$ cat config.mk
export PLATFORM = sky130hd
export DESIGN_NAME = axil_fifo_mm_bridge
export DESIGN_NICKNAME = d
export VERILOG_FILES = /design/src/rtl/axil_fifo_mm_bridge.sv
export SDC_FILE = /design/constraint.sdc
export NUM_CORES = 1
export LEC_CHECK = 0
export BUFFER_PORTS_ARGS = -buffer_cell sky130_fd_sc_hd__buf_2
export CAP_MARGIN = 20
export CORE_ASPECT_RATIO = 0.6
export CORE_MARGIN = 2
export CORE_UTILIZATION = 50
export DETAILED_ROUTE_END_ITERATION = 12
export PLACE_DENSITY = 0.73
export SLEW_MARGIN = 20
export SYNTH_ARGS = -nofsm -noshare
export SYNTH_HDL_FRONTEND = slang
export SYNTH_SLANG_ARGS = --single-unit
$ cat constraint.sdc
create_clock -name clk_i -period 8.6 [get_ports clk_i]
set_input_delay 1.72 -clock clk_i [delete_from_list [all_inputs] [get_ports clk_i]]
set_output_delay 1.72 -clock clk_i [all_outputs]
set_load 0.02 [all_outputs]
$ cat src/rtl/axil_fifo_mm_bridge.sv
// AXI-Lite slave that exposes num_slots_p register windows, each backed by a
// host->device tx fifo and a device->host rx fifo, plus one read-only
// monitor/ROM window placed directly after the last slot window.

package axil_fifo_mm_bridge_pkg;
  typedef struct packed {
    logic [31:0] awaddr;
    logic [2:0]  awprot;
    logic        awvalid;
    logic [31:0] wdata;
    logic [3:0]  wstrb;
    logic        wvalid;
    logic        bready;
    logic [31:0] araddr;
    logic [2:0]  arprot;
    logic        arvalid;
    logic        rready;
  } axil_mosi_s;

  typedef struct packed {
    logic        awready;
    logic        wready;
    logic [1:0]  bresp;
    logic        bvalid;
    logic        arready;
    logic [31:0] rdata;
    logic [1:0]  rresp;
    logic        rvalid;
  } axil_miso_s;
endpackage

module axil_fifo_mm_bridge
  import axil_fifo_mm_bridge_pkg::*;
#(
  parameter logic [31:0] base_addr_p       = 32'h0,
  parameter int          num_slots_p       = 2,
  parameter int          fifo_els_p        = 4,
  parameter int          fifo_width_p      = 32,
  parameter int          base_addr_width_p = 8,
  parameter logic [7:0]  ofs_rsp_vac_p     = 8'hF0,
  parameter logic [7:0]  ofs_req_vac_p     = 8'hF4,
  parameter logic [7:0]  ofs_credits_p     = 8'hF8
) (
  input  logic                                     clk_i,
  input  logic                                     reset_n_i,
  input  axil_mosi_s                               s_axil_bus_i,
  output axil_miso_s                               s_axil_bus_o,
  output logic [num_slots_p-1:0]                   fifo_v_o,
  output logic [num_slots_p-1:0][fifo_width_p-1:0] fifo_data_o,
  input  logic [num_slots_p-1:0]                   fifo_rdy_i,
  input  logic [num_slots_p-1:0]                   fifo_v_i,
  input  logic [num_slots_p-1:0][fifo_width_p-1:0] fifo_data_i,
  output logic [num_slots_p-1:0]                   fifo_rdy_o,
  output logic [31:0]                              rom_addr_o,
  input  logic [31:0]                              rom_data_i,
  input  logic [num_slots_p-1:0][31:0]             rcv_vacancy_i,
  input  logic [num_slots_p/2-1:0][31:0]           mc_out_credits_i
);

  localparam int ofs_w = base_addr_width_p;
  localparam int win_w = 32 - base_addr_width_p;
  localparam int cnt_w = $clog2(fifo_els_p + 1);
  localparam int ptr_w = (fifo_els_p > 1) ? $clog2(fifo_els_p) : 1;
  localparam int idx_w = $clog2(num_slots_p);
  localparam logic [win_w-1:0] win_base = win_w'(base_addr_p >> base_addr_width_p);
  localparam logic [ofs_w-1:0] ofs_isr  = ofs_w'(8'h00);
  localparam logic [ofs_w-1:0] ofs_tdfv = ofs_w'(8'h0C);
  localparam logic [ofs_w-1:0] ofs_tdr  = ofs_w'(8'h10);
  localparam logic [ofs_w-1:0] ofs_rdfo = ofs_w'(8'h1C);
  localparam logic [ofs_w-1:0] ofs_rdr  = ofs_w'(8'h20);
  localparam logic [ofs_w-1:0] ofs_rlr  = ofs_w'(8'h24);

  if (num_slots_p < 2 || fifo_width_p != 32) begin : g_param_check
    $fatal(1, "axil_fifo_mm_bridge: needs num_slots_p >= 2 and fifo_width_p == 32");
  end

  typedef enum logic [1:0] {W_IDLE, W_ADDR, W_DATA, W_RESP} w_state_e;
  typedef enum logic [1:0] {R_IDLE, R_ADDR, R_DATA} r_state_e;

  w_state_e w_state, w_next;
  r_state_e r_state, r_next;
  logic [31:0] w_addr, r_addr;
  logic [num_slots_p-1:0] w_slot_oh, r_slot_oh;
  logic r_mon_hit;
  logic [idx_w-1:0] r_idx;
  logic [ofs_w-1:0] w_ofs, r_ofs;
  logic w_fire, r_fire;
  logic [num_slots_p-1:0] tx_enq, tx_deq, rx_enq, rx_deq, isr_clr, isr;
  logic [31:0] rd_data;
  logic [1:0]  rd_resp;

  logic [fifo_width_p-1:0] tx_mem [num_slots_p][fifo_els_p];
  logic [fifo_width_p-1:0] rx_mem [num_slots_p][fifo_els_p];
  logic [ptr_w-1:0] tx_wp [num_slots_p];
  logic [ptr_w-1:0] tx_rp [num_slots_p];
  logic [ptr_w-1:0] rx_wp [num_slots_p];
  logic [ptr_w-1:0] rx_rp [num_slots_p];
  logic [cnt_w-1:0] tx_cnt [num_slots_p];
  logic [cnt_w-1:0] rx_cnt [num_slots_p];

  logic unused_bits;
  assign unused_bits = ^{s_axil_bus_i.awprot, s_axil_bus_i.wstrb, s_axil_bus_i.arprot};

  function automatic logic [ptr_w-1:0] ptr_inc(input logic [ptr_w-1:0] p);
    return (p == ptr_w'(fifo_els_p - 1)) ? '0 : p + ptr_w'(1);
  endfunction

  // State registers for both AXI channels; addresses are captured in ADDR
  always_ff @(posedge clk_i or negedge reset_n_i) begin
    if (!reset_n_i) begin
      w_state <= W_IDLE;
      r_state <= R_IDLE;
      w_addr  <= '0;
      r_addr  <= '0;
    end else begin
      w_state <= w_next;
      r_state <= r_next;
      if (w_state == W_ADDR) w_addr <= s_axil_bus_i.awaddr;
      if (r_state == R_ADDR) r_addr <= s_axil_bus_i.araddr;
    end
  end

  // Next-state logic: aw then w then b, and ar then r, strictly serialised
  always_comb begin
    w_next = w_state;
    r_next = r_state;
    unique case (w_state)
      W_IDLE:  if (s_axil_bus_i.awvalid) w_next = W_ADDR;
      W_ADDR:  w_next = W_DATA;
      W_DATA:  if (s_axil_bus_i.wvalid) w_next = W_RESP;
      W_RESP:  if (s_axil_bus_i.bready) w_next = W_IDLE;
      default: w_next = W_IDLE;
    endcase
    unique case (r_state)
      R_IDLE:  if (s_axil_bus_i.arvalid) r_next = R_ADDR;
      R_ADDR:  r_next = R_DATA;
      R_DATA:  if (s_axil_bus_i.rready) r_next = R_IDLE;
      default: r_next = R_IDLE;
    endcase
  end

  // Window decode of the latched addresses into one-hot slot hits and a read index
  always_comb begin
    w_slot_oh = '0;
    r_slot_oh = '0;
    r_idx     = '0;
    for (int n = 0; n < num_slots_p; n++) begin
      w_slot_oh[n] = (w_addr[31:base_addr_width_p] == win_base + win_w'(n));
      r_slot_oh[n] = (r_addr[31:base_addr_width_p] == win_base + win_w'(n));
      if (r_slot_oh[n]) r_idx = r_idx | idx_w'(n);
    end
  end

  assign r_mon_hit = (r_addr[31:base_addr_width_p] == win_base + win_w'(num_slots_p));
  assign w_ofs     = w_addr[ofs_w-1:0];
  assign r_ofs     = r_addr[ofs_w-1:0];
  assign w_fire    = (w_state == W_DATA) && s_axil_bus_i.wvalid;
  assign r_fire    = (r_state == R_DATA) && s_axil_bus_i.rready;
  assign rom_addr_o = r_addr;

  // Per-slot fifo handshakes; a full fifo refuses even if it is being drained
  always_comb begin
    tx_enq   = '0;
    tx_deq   = '0;
    rx_enq   = '0;
    rx_deq   = '0;
    isr_clr  = '0;
    fifo_v_o = '0;
    fifo_rdy_o  = '0;
    fifo_data_o = '0;
    for (int n = 0; n < num_slots_p; n++) begin
      fifo_v_o[n]    = (tx_cnt[n] != '0);
      fifo_data_o[n] = tx_mem[n][tx_rp[n]];
      fifo_rdy_o[n]  = (rx_cnt[n] != cnt_w'(fifo_els_p));
      tx_deq[n]  = fifo_v_o[n] && fifo_rdy_i[n];
      rx_enq[n]  = fifo_v_i[n] && fifo_rdy_o[n];
      tx_enq[n]  = w_fire && w_slot_oh[n] && (w_ofs == ofs_tdr) &&
                   (tx_cnt[n] != cnt_w'(fifo_els_p));
      isr_clr[n] = w_fire && w_slot_oh[n] && (w_ofs == ofs_isr) && s_axil_bus_i.wdata[27];
      rx_deq[n]  = r_fire && r_slot_oh[n] && (r_ofs == ofs_rdr) && (rx_cnt[n] != '0);
    end
  end

  // Fifo storage; contents need no reset because occupancy gates every read
  always_ff @(posedge clk_i) begin
    for (int n = 0; n < num_slots_p; n++) begin
      if (tx_enq[n]) tx_mem[n][tx_wp[n]] <= fifo_width_p'(s_axil_bus_i.wdata);
      if (rx_enq[n]) rx_mem[n][rx_wp[n]] <= fifo_data_i[n];
    end
  end

  // Fifo pointers, occupancy counters and the sticky tx-done ISR bit
  always_ff @(posedge clk_i or negedge reset_n_i) begin
    if (!reset_n_i) begin
      isr <= '0;
      for (int n = 0; n < num_slots_p; n++) begin
        tx_wp[n]  <= '0;
        tx_rp[n]  <= '0;
        rx_wp[n]  <= '0;
        rx_rp[n]  <= '0;
        tx_cnt[n] <= '0;
        rx_cnt[n] <= '0;
      end
    end else begin
      for (int n = 0; n < num_slots_p; n++) begin
        if (tx_enq[n]) tx_wp[n] <= ptr_inc(tx_wp[n]);
        if (tx_deq[n]) tx_rp[n] <= ptr_inc(tx_rp[n]);
        if (rx_enq[n]) rx_wp[n] <= ptr_inc(rx_wp[n]);
        if (rx_deq[n]) rx_rp[n] <= ptr_inc(rx_rp[n]);
        tx_cnt[n] <= tx_cnt[n] + cnt_w'(tx_enq[n]) - cnt_w'(tx_deq[n]);
        rx_cnt[n] <= rx_cnt[n] + cnt_w'(rx_enq[n]) - cnt_w'(rx_deq[n]);
        if (tx_enq[n])       isr[n] <= 1'b1;
        else if (isr_clr[n]) isr[n] <= 1'b0;
      end
    end
  end

  // Read data mux driven purely by the latched read address
  always_comb begin
    rd_data = 32'hBEEF_DEAD;
    rd_resp = 2'b11;
    if (|r_slot_oh) begin
      rd_resp = 2'b00;
      case (r_ofs)
        ofs_isr:  rd_data = {4'b0, isr[r_idx], 27'b0};
        ofs_tdfv: rd_data = 32'(fifo_els_p) - 32'(tx_cnt[r_idx]);
        ofs_rdfo: rd_data = 32'(rx_cnt[r_idx]) & ~32'h3;
        ofs_rlr:  rd_data = (32'(rx_cnt[r_idx]) >= 32'd4) ? 32'd16 : 32'd0;
        ofs_rdr:  rd_data = 32'(rx_mem[r_idx][rx_rp[r_idx]]);
        default:  rd_data = 32'hBEEF_DEAD;
      endcase
    end else if (r_mon_hit) begin
      rd_resp = 2'b00;
      if (r_ofs == ofs_w'(ofs_rsp_vac_p))      rd_data = rcv_vacancy_i[0];
      else if (r_ofs == ofs_w'(ofs_req_vac_p)) rd_data = rcv_vacancy_i[1];
      else if (r_ofs == ofs_w'(ofs_credits_p)) rd_data = mc_out_credits_i[0];
      else                                     rd_data = rom_data_i;
    end
  end

  // AXI-Lite slave outputs decoded from the channel states
  always_comb begin
    s_axil_bus_o         = '0;
    s_axil_bus_o.awready = (w_state == W_ADDR);
    s_axil_bus_o.wready  = (w_state == W_DATA);
    s_axil_bus_o.bvalid  = (w_state == W_RESP);
    s_axil_bus_o.bresp   = (w_state == W_RESP && !(|w_slot_oh)) ? 2'b11 : 2'b00;
    s_axil_bus_o.arready = (r_state == R_ADDR);
    s_axil_bus_o.rvalid  = (r_state == R_DATA);
    s_axil_bus_o.rresp   = (r_state == R_DATA) ? rd_resp : 2'b00;
    s_axil_bus_o.rdata   = (r_state == R_DATA) ? rd_data : 32'h0;
  end

endmodule

Word level (Yosys, flattened, before mapping)
Memory sizes are Yosys's and may differ from the RTL's.
Cells that the tools add are included.
{ "totals": {"reg_bits": 98, "latchBits": 0, "mem_bits_rw": 512, "mem_bits_ro": 0, "input_bits": 309, "output_inout_bits": 141, "elab_cells": 208, "n_memories": 2} }
{ "classes": {"addsub": 17, "multipliers": 0, "n_div": 0, "magnitude_cmp": 14, "n_eq_ne": 33, "shift": 0, "muxes": 71, "bitwise_logic": 8, "n_reduce_logical": 45} }
{ "mem_list": {"columns": ["memory", "depth", "word_bits", "read_ports", "rd_clocked_by_memory_dff", "write_ports", "line", "source"], "rows": [
  ["rx_mem", 2, 128, 1, 0, 2, "93", "logic [fifo_width_p-1:0] rx_mem [num_slots_p][fifo_els_p];"],
  ["tx_mem", 2, 128, 2, 0, 1, "92", "logic [fifo_width_p-1:0] tx_mem [num_slots_p][fifo_els_p];"]
]} }
{ "op_table": {"columns": ["cell", "count"], "rows": [
  ["2-to-1 mux 128 bit", 6],
  ["2-to-1 mux 32 bit", 16],
  ["demux 32 bit (select 2 bit)", 4],
  ["binary-select mux 32 bit (select 2 bit)", 3],
  ["case mux 32 bit (5 select lines)", 1],
  ["OR reduction 128 bit", 1],
  ["== test 24 x 1 -> 1 bit, second input constant", 2],
  ["zero test 24 bit", 2],
  ["2-to-1 mux 2 bit", 20],
  ["logical AND 1 bit", 27],
  ["== test 24 x 2 -> 1 bit, second input constant", 1],
  ["== test 8 bit, second input constant", 3],
  ["greater-or-equal comparator 3 bit, second input constant", 8],
  ["== test 2 bit, second input constant", 11],
  ["NOT 2 -> 3 bit", 7],
  ["2-to-1 mux 3 bit", 6],
  ["adder 2 x 1 -> 2 bit, second input constant", 8],
  ["== test 8 x 5 -> 1 bit, second input constant", 2],
  ["== test 8 x 6 -> 1 bit, second input constant", 2],
  ["zero test 8 bit", 2],
  ["adder 3 x 1 -> 3 bit", 4],
  ["< comparator 3 x 1 -> 1 bit, second input constant", 4],
  ["2-to-1 mux 1 bit", 12],
  ["inequality test 3 bit, second input constant", 4],
  ["18 further kinds", 32]
]} }

Depth between registers and ports, before layout
Gate-level depths: netlist of run 1.
{ "logic_depth": {"depth_word": 13, "ltp_mapped": 13, "mapped_depth_nobuf": 12} }

Least setup slack after synthesis of run 1
OpenSTA, ideal clock, no wires.
{ "synth_timing": {"kind": "input to output", "from": "input mc_out_credits_i[9] (netlist name)", "to": "output s_axil_bus_o[12] (netlist name)", "arrival_time_ns": 2.629, "required_ns": 6.880, "slack_ns": 4.251, "cell_stages": 4, "n_path_buf": 0, "cell_sequence": "o22ai_1 > o21ai_0 > o21ai_0 > a311oi_1"} }
{ "synth_rtl": {"columns": ["element", "line", "source"], "rows": [
  ["start, declared", "57", "input logic [num_slots_p/2-1:0][31:0] mc_out_credits_i"],
  ["end, declared", "47", "output axil_miso_s s_axil_bus_o,"]
]} }

==> results of run 1 <==
stage by stage:
step	hold WS [ns]	area (µm²)	cells	utilization (%)
after global placement	0.4381	28070	2415	56.71
after detailed placement	0.4494	28070	2415	56.71
final	0.4524	29900	2535	60.40
after global routing	0.4791	29890	2530	60.38
after CTS	0.4580	29860	2518	60.32
after floorplan	0.4129	25120	1370	-
final cells by class:
cell class	instances	area, µm²
multi-input cells	646	6837
fillers	3625	19600
repair buffers	473	2455
clock inverters	36	332.8
inverters	36	135.1
diodes	17	42.54
well taps	650	813.3
flip-flops and latches	610	17830
clock buffers	67	1453
metal layers:
layer  GRT usage [%]  vias up  part of all wire, %
met4           8.418        6                  2.5
met1           36.39     7655                   42
met3           5.585       96                  8.6
met5               0        -                0.056
li1                -     6452                    -
met2           38.12      664                   47
kinds of logic after synthesis:
group,synth area share [%]
mux,16.25
fa+ha+maj,2.012
flops,70.96
xor+xnor,0.3138
compound gates,4.766
buf+inv,1.893
simple gates,3.810
synth_stat cells, types with 3 or more instances:
library cell | count | area, µm²
sky130_fd_sc_hd__mux2_2 | 85 | 957.2
sky130_fd_sc_hd__clkbuf_1 | 36 | 135.1
sky130_fd_sc_hd__and4_1 | 3 | 26.28
sky130_fd_sc_hd__and3_1 | 13 | 81.33
sky130_fd_sc_hd__edfxtp_1 | 512 | 15370
sky130_fd_sc_hd__a21oi_1 | 19 | 95.09
sky130_fd_sc_hd__nor3_1 | 12 | 60.06
sky130_fd_sc_hd__ha_1 | 34 | 425.4
sky130_fd_sc_hd__nand3_1 | 3 | 15.01
sky130_fd_sc_hd__a2bb2oi_1 | 4 | 35.03
sky130_fd_sc_hd__nand3b_1 | 5 | 37.54
sky130_fd_sc_hd__fa_1 | 4 | 80.08
sky130_fd_sc_hd__a311oi_1 | 21 | 183.9
sky130_fd_sc_hd__o221ai_1 | 5 | 43.79
sky130_fd_sc_hd__nand2b_1 | 4 | 25.02
sky130_fd_sc_hd__buf_1 | 12 | 45.04
sky130_fd_sc_hd__mux2i_1 | 11 | 110.1
sky130_fd_sc_hd__xnor2_1 | 7 | 61.31
sky130_fd_sc_hd__a211oi_1 | 23 | 172.7
sky130_fd_sc_hd__dfrtp_1 | 98 | 2452
sky130_fd_sc_hd__nor4_1 | 10 | 62.56
sky130_fd_sc_hd__a21o_1 | 4 | 30.03
sky130_fd_sc_hd__nand2_1 | 62 | 232.7
sky130_fd_sc_hd__and2_1 | 11 | 68.82
sky130_fd_sc_hd__o22ai_1 | 31 | 193.9
sky130_fd_sc_hd__buf_2 | 25 | 125.1
sky130_fd_sc_hd__buf_4 | 4 | 30.03
sky130_fd_sc_hd__mux2_1 | 9 | 101.4
sky130_fd_sc_hd__inv_1 | 35 | 131.4
sky130_fd_sc_hd__mux4_2 | 128 | 2883
sky130_fd_sc_hd__nand4_1 | 6 | 37.54
sky130_fd_sc_hd__or3_1 | 3 | 18.77
sky130_fd_sc_hd__nor2_1 | 32 | 120.1
sky130_fd_sc_hd__o21ai_0 | 59 | 295.3
power by group:
group	switching, mW	total [mW]	internal, mW
registers	0.303	3.99	3.68
logic	1.50	2.49	0.995
clock network	1.08	2.42	1.34
worst paths after layout:
| kind | endpoint | startpoint |
|---|---|---|
| hold / removal | r_state[0] | r_state[0] |
| hold reg to reg | r_state[0] | r_state[0] |
| setup / recovery | s_axil_bus_o[34] | rom_addr_o[12] |
| setup reg to reg | rx_cnt[2] | rom_addr_o[3] |
| max in group asynchronous | tx_rp[0] | reset_n_i |
| min in group asynchronous | w_addr[28] | reset_n_i |
registers in the layout (all words and copies together) (netlist names):
name and flops:
rx_cnt 6, rx_mem 256, tx_mem 256, r_state 2, rx_rp 4, tx_wp 4
isr 2, w_addr 32, rom_addr_o 32, rx_wp 4, tx_cnt 6, w_state 2
tx_rp 4
==> tab_implementation.tex, run 1 <==
\begin{tabular}{lr}
\hline
Metric & Value \\
\hline
\multicolumn{2}{l}{\textbf{Critical path}} \\
\quad Data required time at the worst endpoint & around 6.9 ns \\
\quad Slowest stage delay, CP & approximately 0.81 ns \\
\quad Kind of cell adding the most delay to the critical path & simple AND/OR/NAND/NOR gates \\
\quad Crit-path max FO & 36 \\
\quad Setup CP Type & register to output pin \\
\quad Bufs and invs on worst path & 1 \\
\quad Endpoint class of the critical path & output pin \\
\quad Cell-by-cell listing of the critical path & nor4\_1 -> and3\_1 -> nand3\_4 -> mux2\_2 -> a211oi\_1 -> a311oi\_1 -> buf\_2 \\
\quad Worst Reg2Reg Path Length in Cells & 12 \\
\quad Max stage delay cell, worst path & sky130\_fd\_sc\_hd\_\_a311oi\_1 \\
\quad Register-to-register path setup slack & 4.53 ns \\
\quad Arrival time worst endpoint & roughly 4.4 ns \\
\quad Number of cells on the critical path & 7 \\
\quad Startpoint kind of the worst setup timing path & register \\
\multicolumn{2}{l}{\textbf{Floorplanning}} \\
\quad Site row count & 63 \\
\quad Area of the die & about 52000 µm² \\
\quad Horiz. Die Dim & roughly 300 µm \\
\quad Starting utilization of the core area & 50.75\% \\
\quad Placeable core region & between 40000 and 50000 µm² \\
\quad I/O Pins & 450 \\
\quad Die H & around 180 µm \\
\multicolumn{2}{l}{\textbf{Finish}} \\
\quad Relative area change from synthesis to final layout & 19.02\% \\
\quad Number of nets in the final layout & between 2000 and 2500 \\
\quad Most frequent cells in the layout & 512 x sky130\_fd\_sc\_hd\_\_edfxtp\_1, 438 x sky130\_fd\_sc\_hd\_\_buf\_2, 128 x sky130\_fd\_sc\_hd\_\_mux4\_2 \\
\quad Layout cell share with drive strength beyond 1 & a little over two fifths \\
\quad Most common cell after layout, fill and taps aside & sky130\_fd\_sc\_hd\_\_edfxtp\_1 \\
\multicolumn{2}{l}{\textbf{Placement}} \\
\quad HPWL Detailed & 46100 µm \\
\quad Setup Slack @ Placement & 3.069 ns \\
\quad Total of buffers placed on input and output ports & approximately 440 \\
\quad Placer congestion estimate & 0.9273 \\
\multicolumn{2}{l}{\textbf{Clock tree}} \\
\quad Post-CTS Setup Inserts & 0 \\
\quad Clock latency reported for the late side of the worst-skew pair & 0.60 ns \\
\quad Post-cts resize count & 0 \\
\quad H-tree levels & 2 \\
\quad Clock tree from TritonCTS & yes \\
\quad Root buf cell & sky130\_fd\_sc\_hd\_\_clkbuf\_16 \\
\quad Maximum clock insertion buffer count & 3 \\
\quad Total CTS buffers & 55 \\
\quad Clock edge transition at the registers on the reported setup and hold paths & roughly 0.060 ns \\
\quad Number of buffers added to fix hold violations after cts & 0 \\
\quad TritonCTS Sinks & slightly above 600 \\
\multicolumn{2}{l}{\textbf{Global routing}} \\
\quad Overflow left after global routing & 0 \\
\quad Pin count of the biggest net entering global routing & 69 \\
\quad Global routing usage summed across all routing layers & roughly a quarter \\
\quad Wire length of the first global-routing pass & about 95000 µm \\
\quad Initial antenna violation count & 18 \\
\quad Number of global-route vias before repair & between 10000 and 15000 \\
\multicolumn{2}{l}{\textbf{Yosys}} \\
\quad Fraction of registers with async set or reset after synthesis & roughly 16\% \\
\quad Main flop type after synthesis & sky130\_fd\_sc\_hd\_\_edfxtp\_1 \\
\quad Synth Area per Inst & between 15 and 20 µm² \\
\quad Net count after synthesis & 1717 \\
\quad Ys Warns & 0 \\
\quad Gate count of the mapped netlist & roughly 1400 \\
\quad Count of state elements after synthesis & slightly above 600 \\
\quad Netlist area before placement & roughly 25000 µm² \\
\quad Post-synthesis sequential area ratio & between 70\% and 80\% \\
\quad Count of distinct cell types in the synthesized netlist & 64 \\
\quad Number of enable-type register cells in the synthesized netlist & about 500 \\
\multicolumn{2}{l}{\textbf{Run}} \\
\quad Number of maximum-capacitance violations & 0 \\
\multicolumn{2}{l}{\textbf{Detailed routing}} \\
\quad Routed wire length & between 60000 and 70000 µm \\
\quad Ratio of routed vias to standard cells & between 5 and 6 \\
\quad Remaining design rule violation count & 0 \\
\quad Final ANT Viol Nets & 0 \\
\quad Routed wire per std cell & roughly 26 µm \\
\quad Total number of vias & $\sim$15000 \\
\quad First-pass iteration count of the detailed router & 6 \\
\quad DRC marker count from the first detailed-route iteration & roughly 1500 \\
\multicolumn{2}{l}{\textbf{Timing}} \\
\quad Maximum achievable frequency & about 160 MHz \\
\quad Number of hold violations in the final report & 0 \\
\quad Post-layout min period & slightly above 6 ns \\
\quad Finish-stage setup viols & 0 \\
\quad Pins Over Slew Limit & 0 \\
\quad Remaining max-slew budget at the tightest pin & 30.04\% \\
\quad Worst-margin pin slew & approximately 1.0 ns \\
\quad Fin Clk Skew & approximately 0.019 ns \\
\quad Post-route clock period utilization & between 70 and 80\% \\
\quad Final-layout setup total negative slack & 0 ns \\
\quad Least setup slack across all paths after layout & about 2.5 ns \\
\quad Setup repair after global routing missed its margin & no \\
\multicolumn{2}{l}{\textbf{Pwr}} \\
\quad Max rail drop VDD & 0.1873 mV \\
\quad Leak & roughly 11 nW \\
\quad Post-layout power & around 8.9 mW \\
\quad PD cells & just under 300 nW/µm² \\
\multicolumn{2}{l}{\textbf{Outcome}} \\
\quad Run status & complete, no violations \\
\multicolumn{2}{l}{\textbf{Worst hold path}} \\
\quad Hold Path Class & register to register \\
\quad Cells on Worst Hold Path & 1 \\
\hline
\end{tabular}
Power figures use the tool's default switching activity.
==> run 2: changes to the inputs <==
--- a/config.mk
+++ b/config.mk
@@ -11,7 +11,7 @@
 export CORE_MARGIN = 2
 export CORE_UTILIZATION = 50
 export DETAILED_ROUTE_END_ITERATION = 12
-export PLACE_DENSITY = 0.73
+export PLACE_DENSITY = 0.76
 export SLEW_MARGIN = 20
 export SYNTH_ARGS = -nofsm -noshare
 export SYNTH_HDL_FRONTEND = slang
==> constraint.sdc (replaced) <==
create_clock -name clk_i -period 5.4 [get_ports clk_i]
set_input_delay 1.08 -clock clk_i [delete_from_list [all_inputs] [get_ports clk_i]]
set_output_delay 1.08 -clock clk_i [all_outputs]
set_load 0.02 [all_outputs]
==> tab_implementation.tex, run 2 (synthesis gave the netlist of run 1 again) <==
\begin{tabular}{lr}
\hline
Metric & Value \\
\hline
\multicolumn{2}{l}{\textbf{Outcome}} \\
\quad Run status & complete, no violations \\
\multicolumn{2}{l}{\textbf{Detailed routing}} \\
\quad DRC marker count from the first detailed-route iteration & 1516 \\
\quad Routed wire per std cell & about 27 µm \\
\quad Total number of vias & 15090 \\
\quad Routed wire length & 68100 µm \\
\quad Remaining design rule violation count & 0 \\
\quad First-pass iteration count of the detailed router & 6 \\
\quad Ratio of routed vias to standard cells & 5.947 \\
\quad Final ANT Viol Nets & 0 \\
\multicolumn{2}{l}{\textbf{Clock tree}} \\
\quad Clock edge transition at the registers on the reported setup and hold paths & 0.07 ns \\
\quad Clock tree from TritonCTS & yes \\
\quad H-tree levels & 2 \\
\quad TritonCTS Sinks & 610 \\
\quad Total CTS buffers & 55 \\
\quad Post-CTS Setup Inserts & 0 \\
\quad Root buf cell & sky130\_fd\_sc\_hd\_\_clkbuf\_16 \\
\quad Number of buffers added to fix hold violations after cts & 0 \\
\quad Clock latency reported for the late side of the worst-skew pair & 0.60 ns \\
\quad Maximum clock insertion buffer count & 3 \\
\quad Post-cts resize count & 0 \\
\multicolumn{2}{l}{\textbf{Critical path}} \\
\quad Timing endpoint of the critical path & s\_axil\_bus\_o[8] \\
\quad Data required time at the worst endpoint & $\sim$4.3 ns \\
\quad Critical Path Start & rom\_addr\_o[22] \\
\quad Cell-by-cell listing of the critical path & nor4\_1 -> and3\_1 -> nor3b\_4 -> nand2\_2 -> a211oi\_1 -> a311oi\_1 -> buf\_4 -> buf\_2 \\
\quad Arrival time worst endpoint & slightly above 4 ns \\
\quad Startpoint kind of the worst setup timing path & register \\
\quad Slowest stage delay, CP & 0.78 ns \\
\quad Setup CP Type & register to output pin \\
\quad Crit-path max FO & 23 \\
\quad Worst Reg2Reg Path Length in Cells & 13 \\
\quad Worst R2R End & rx\_cnt[2] \\
\quad Number of cells on the critical path & 8 \\
\quad Register-to-register path setup slack & 1.70 ns \\
\quad Kind of cell adding the most delay to the critical path & simple AND/OR/NAND/NOR gates \\
\quad Bufs and invs on worst path & 2 \\
\quad Endpoint class of the critical path & output pin \\
\quad Max stage delay cell, worst path & sky130\_fd\_sc\_hd\_\_nor4\_1 \\
\quad R2r startpoint & rom\_addr\_o[1] \\
\multicolumn{2}{l}{\textbf{Timing}} \\
\quad Worst-margin pin slew & roughly 1.1 ns \\
\quad Post-layout min period & approximately 5.2 ns \\
\quad Pins Over Slew Limit & 0 \\
\quad Final-layout setup total negative slack & 0 ns \\
\quad Remaining max-slew budget at the tightest pin & 25.84\% \\
\quad Fin Clk Skew & about 0.041 ns \\
\quad Number of hold violations in the final report & 0 \\
\quad Post-route clock period utilization & between 90\% and 100\% \\
\quad Finish-stage setup viols & 0 \\
\quad Setup repair after global routing missed its margin & no \\
\quad Maximum achievable frequency & between 150 and 200 MHz \\
\multicolumn{2}{l}{\textbf{Placement}} \\
\quad HPWL Detailed & between 40000 and 50000 µm \\
\quad Placer congestion estimate & about 0.97 \\
\quad Total instance count after detailed placement & around 2400 \\
\quad Total of buffers placed on input and output ports & $\sim$440 \\
\multicolumn{2}{l}{\textbf{Floorplanning}} \\
\quad Area of the die & 52110 µm² \\
\quad I/O Pins & between 400 and 500 \\
\quad Die H & approximately 180 µm \\
\quad Horiz. Die Dim & 293.4 µm \\
\quad Starting utilization of the core area & between 50\% and 60\% \\
\quad Placeable core region & 49500 µm² \\
\quad Site row count & 63 \\
\multicolumn{2}{l}{\textbf{Finish}} \\
\quad Final cell count without fillers & around 2500 \\
\quad Number of nets in the final layout & 2183 \\
\quad FF+latch area & 17830 µm² \\
\quad Layout cell share with drive strength beyond 1 & a little over two fifths \\
\quad Most frequent cells in the layout & 512 x sky130\_fd\_sc\_hd\_\_edfxtp\_1, 438 x sky130\_fd\_sc\_hd\_\_buf\_2, 128 x sky130\_fd\_sc\_hd\_\_mux4\_2 \\
\quad Relative area change from synthesis to final layout & 19.52\% \\
\quad Most common cell after layout, fill and taps aside & sky130\_fd\_sc\_hd\_\_edfxtp\_1 \\
\quad Final-layout fill cell count & 3637 \\
\quad Multi-input combinational cell area & a little under 7000 µm² \\
\multicolumn{2}{l}{\textbf{Global routing}} \\
\quad Number of global-route vias before repair & about 15000 \\
\quad Pin count of the biggest net entering global routing & 53 \\
\quad Initial antenna violation count & 8 \\
\quad Global routing usage summed across all routing layers & about 26\% \\
\quad Overflow left after global routing & 0 \\
\quad Wire length of the first global-routing pass & 97310 µm \\
\multicolumn{2}{l}{\textbf{Pwr}} \\
\quad PD cells & between 400 and 500 nW/µm² \\
\quad Max rail drop VDD & about 0.28 mV \\
\quad Leak & 11.00 nW \\
\quad Post-layout power & 14.29 mW \\
\multicolumn{2}{l}{\textbf{Run}} \\
\quad Number of maximum-capacitance violations & 0 \\
\multicolumn{2}{l}{\textbf{Worst hold path}} \\
\quad Hold Path Class & register to register \\
\hline
\end{tabular}
[run 2: area by class of cell]
type	instances	share of cell area, %
sequential	610	59.39
timing repair buffer	487	8.526
multi-input combinational	646	22.79
antenna	4	0.03334
clock buffer	69	4.825
tap	650	2.709
clock inverter	35	1.275
inverter	36	0.4500
[run 2: stage by stage]
step,worst slack [ns],area [µm²],utilization (%),hold slack [ns]
after floorplan,1.748,25120,-,0.4129
after global placement,0.8655,28180,56.92,0.4355
after detailed placement,0.7776,28180,56.92,0.4368
after CTS,0.1087,30010,60.62,0.4516
after global routing,0.1099,30020,60.65,0.4635
final,0.1853,30030,60.66,0.4482
[run 2: layer usage]
layer / GRT usage [%] / vias to the layer above / share of wire (%)
met5: 0 / - / 0.054
met4: 5.719 / 6 / 2.0
met3: 5.510 / 91 / 8.4
met2: 40.40 / 745 / 48
met1: 37.82 / 7786 / 42
li1: - / 6459 / -
[run 2: where the power goes]
group | total, mW | internal (mW) | switching, mW
clock network | 3.93 | 2.18 | 1.75
registers | 6.43 | 5.87 | 0.561
logic | 3.93 | 1.61 | 2.32
[run 2: worst register-to-register path, stage by stage, from the launching register on]
cell	delay, ns
sky130_fd_sc_hd__dfrtp_1	0.41
sky130_fd_sc_hd__or2_1	0.37
sky130_fd_sc_hd__nor3_2	0.17
sky130_fd_sc_hd__buf_4	0.30
sky130_fd_sc_hd__and3_1	0.65
sky130_fd_sc_hd__nand3_1	0.32
sky130_fd_sc_hd__nor3_1	0.26
sky130_fd_sc_hd__ha_1	0.26
sky130_fd_sc_hd__inv_1	0.06
sky130_fd_sc_hd__ha_1	0.13
sky130_fd_sc_hd__inv_1	0.05
sky130_fd_sc_hd__fa_1	0.37
sky130_fd_sc_hd__xnor2_1	0.15
sky130_fd_sc_hd__xnor2_1	0.13
[run 2: worst min path at each step]
stage | startpoint | end | slack [ns] | cells after the start
2_1_floorplan | r_state[0] | r_state[0] | 0.41 | 1
3_3_place_gp | r_state[0] | r_state[0] | 0.44 | 1
3_5_place_dp | r_state[0] | r_state[0] | 0.44 | 1
4_1_cts | r_state[0] | r_state[0] | 0.45 | 1
5_1_grt | r_state[0] | r_state[0] | 0.46 | 1
6_report | r_state[0] | r_state[0] | 0.45 | 1
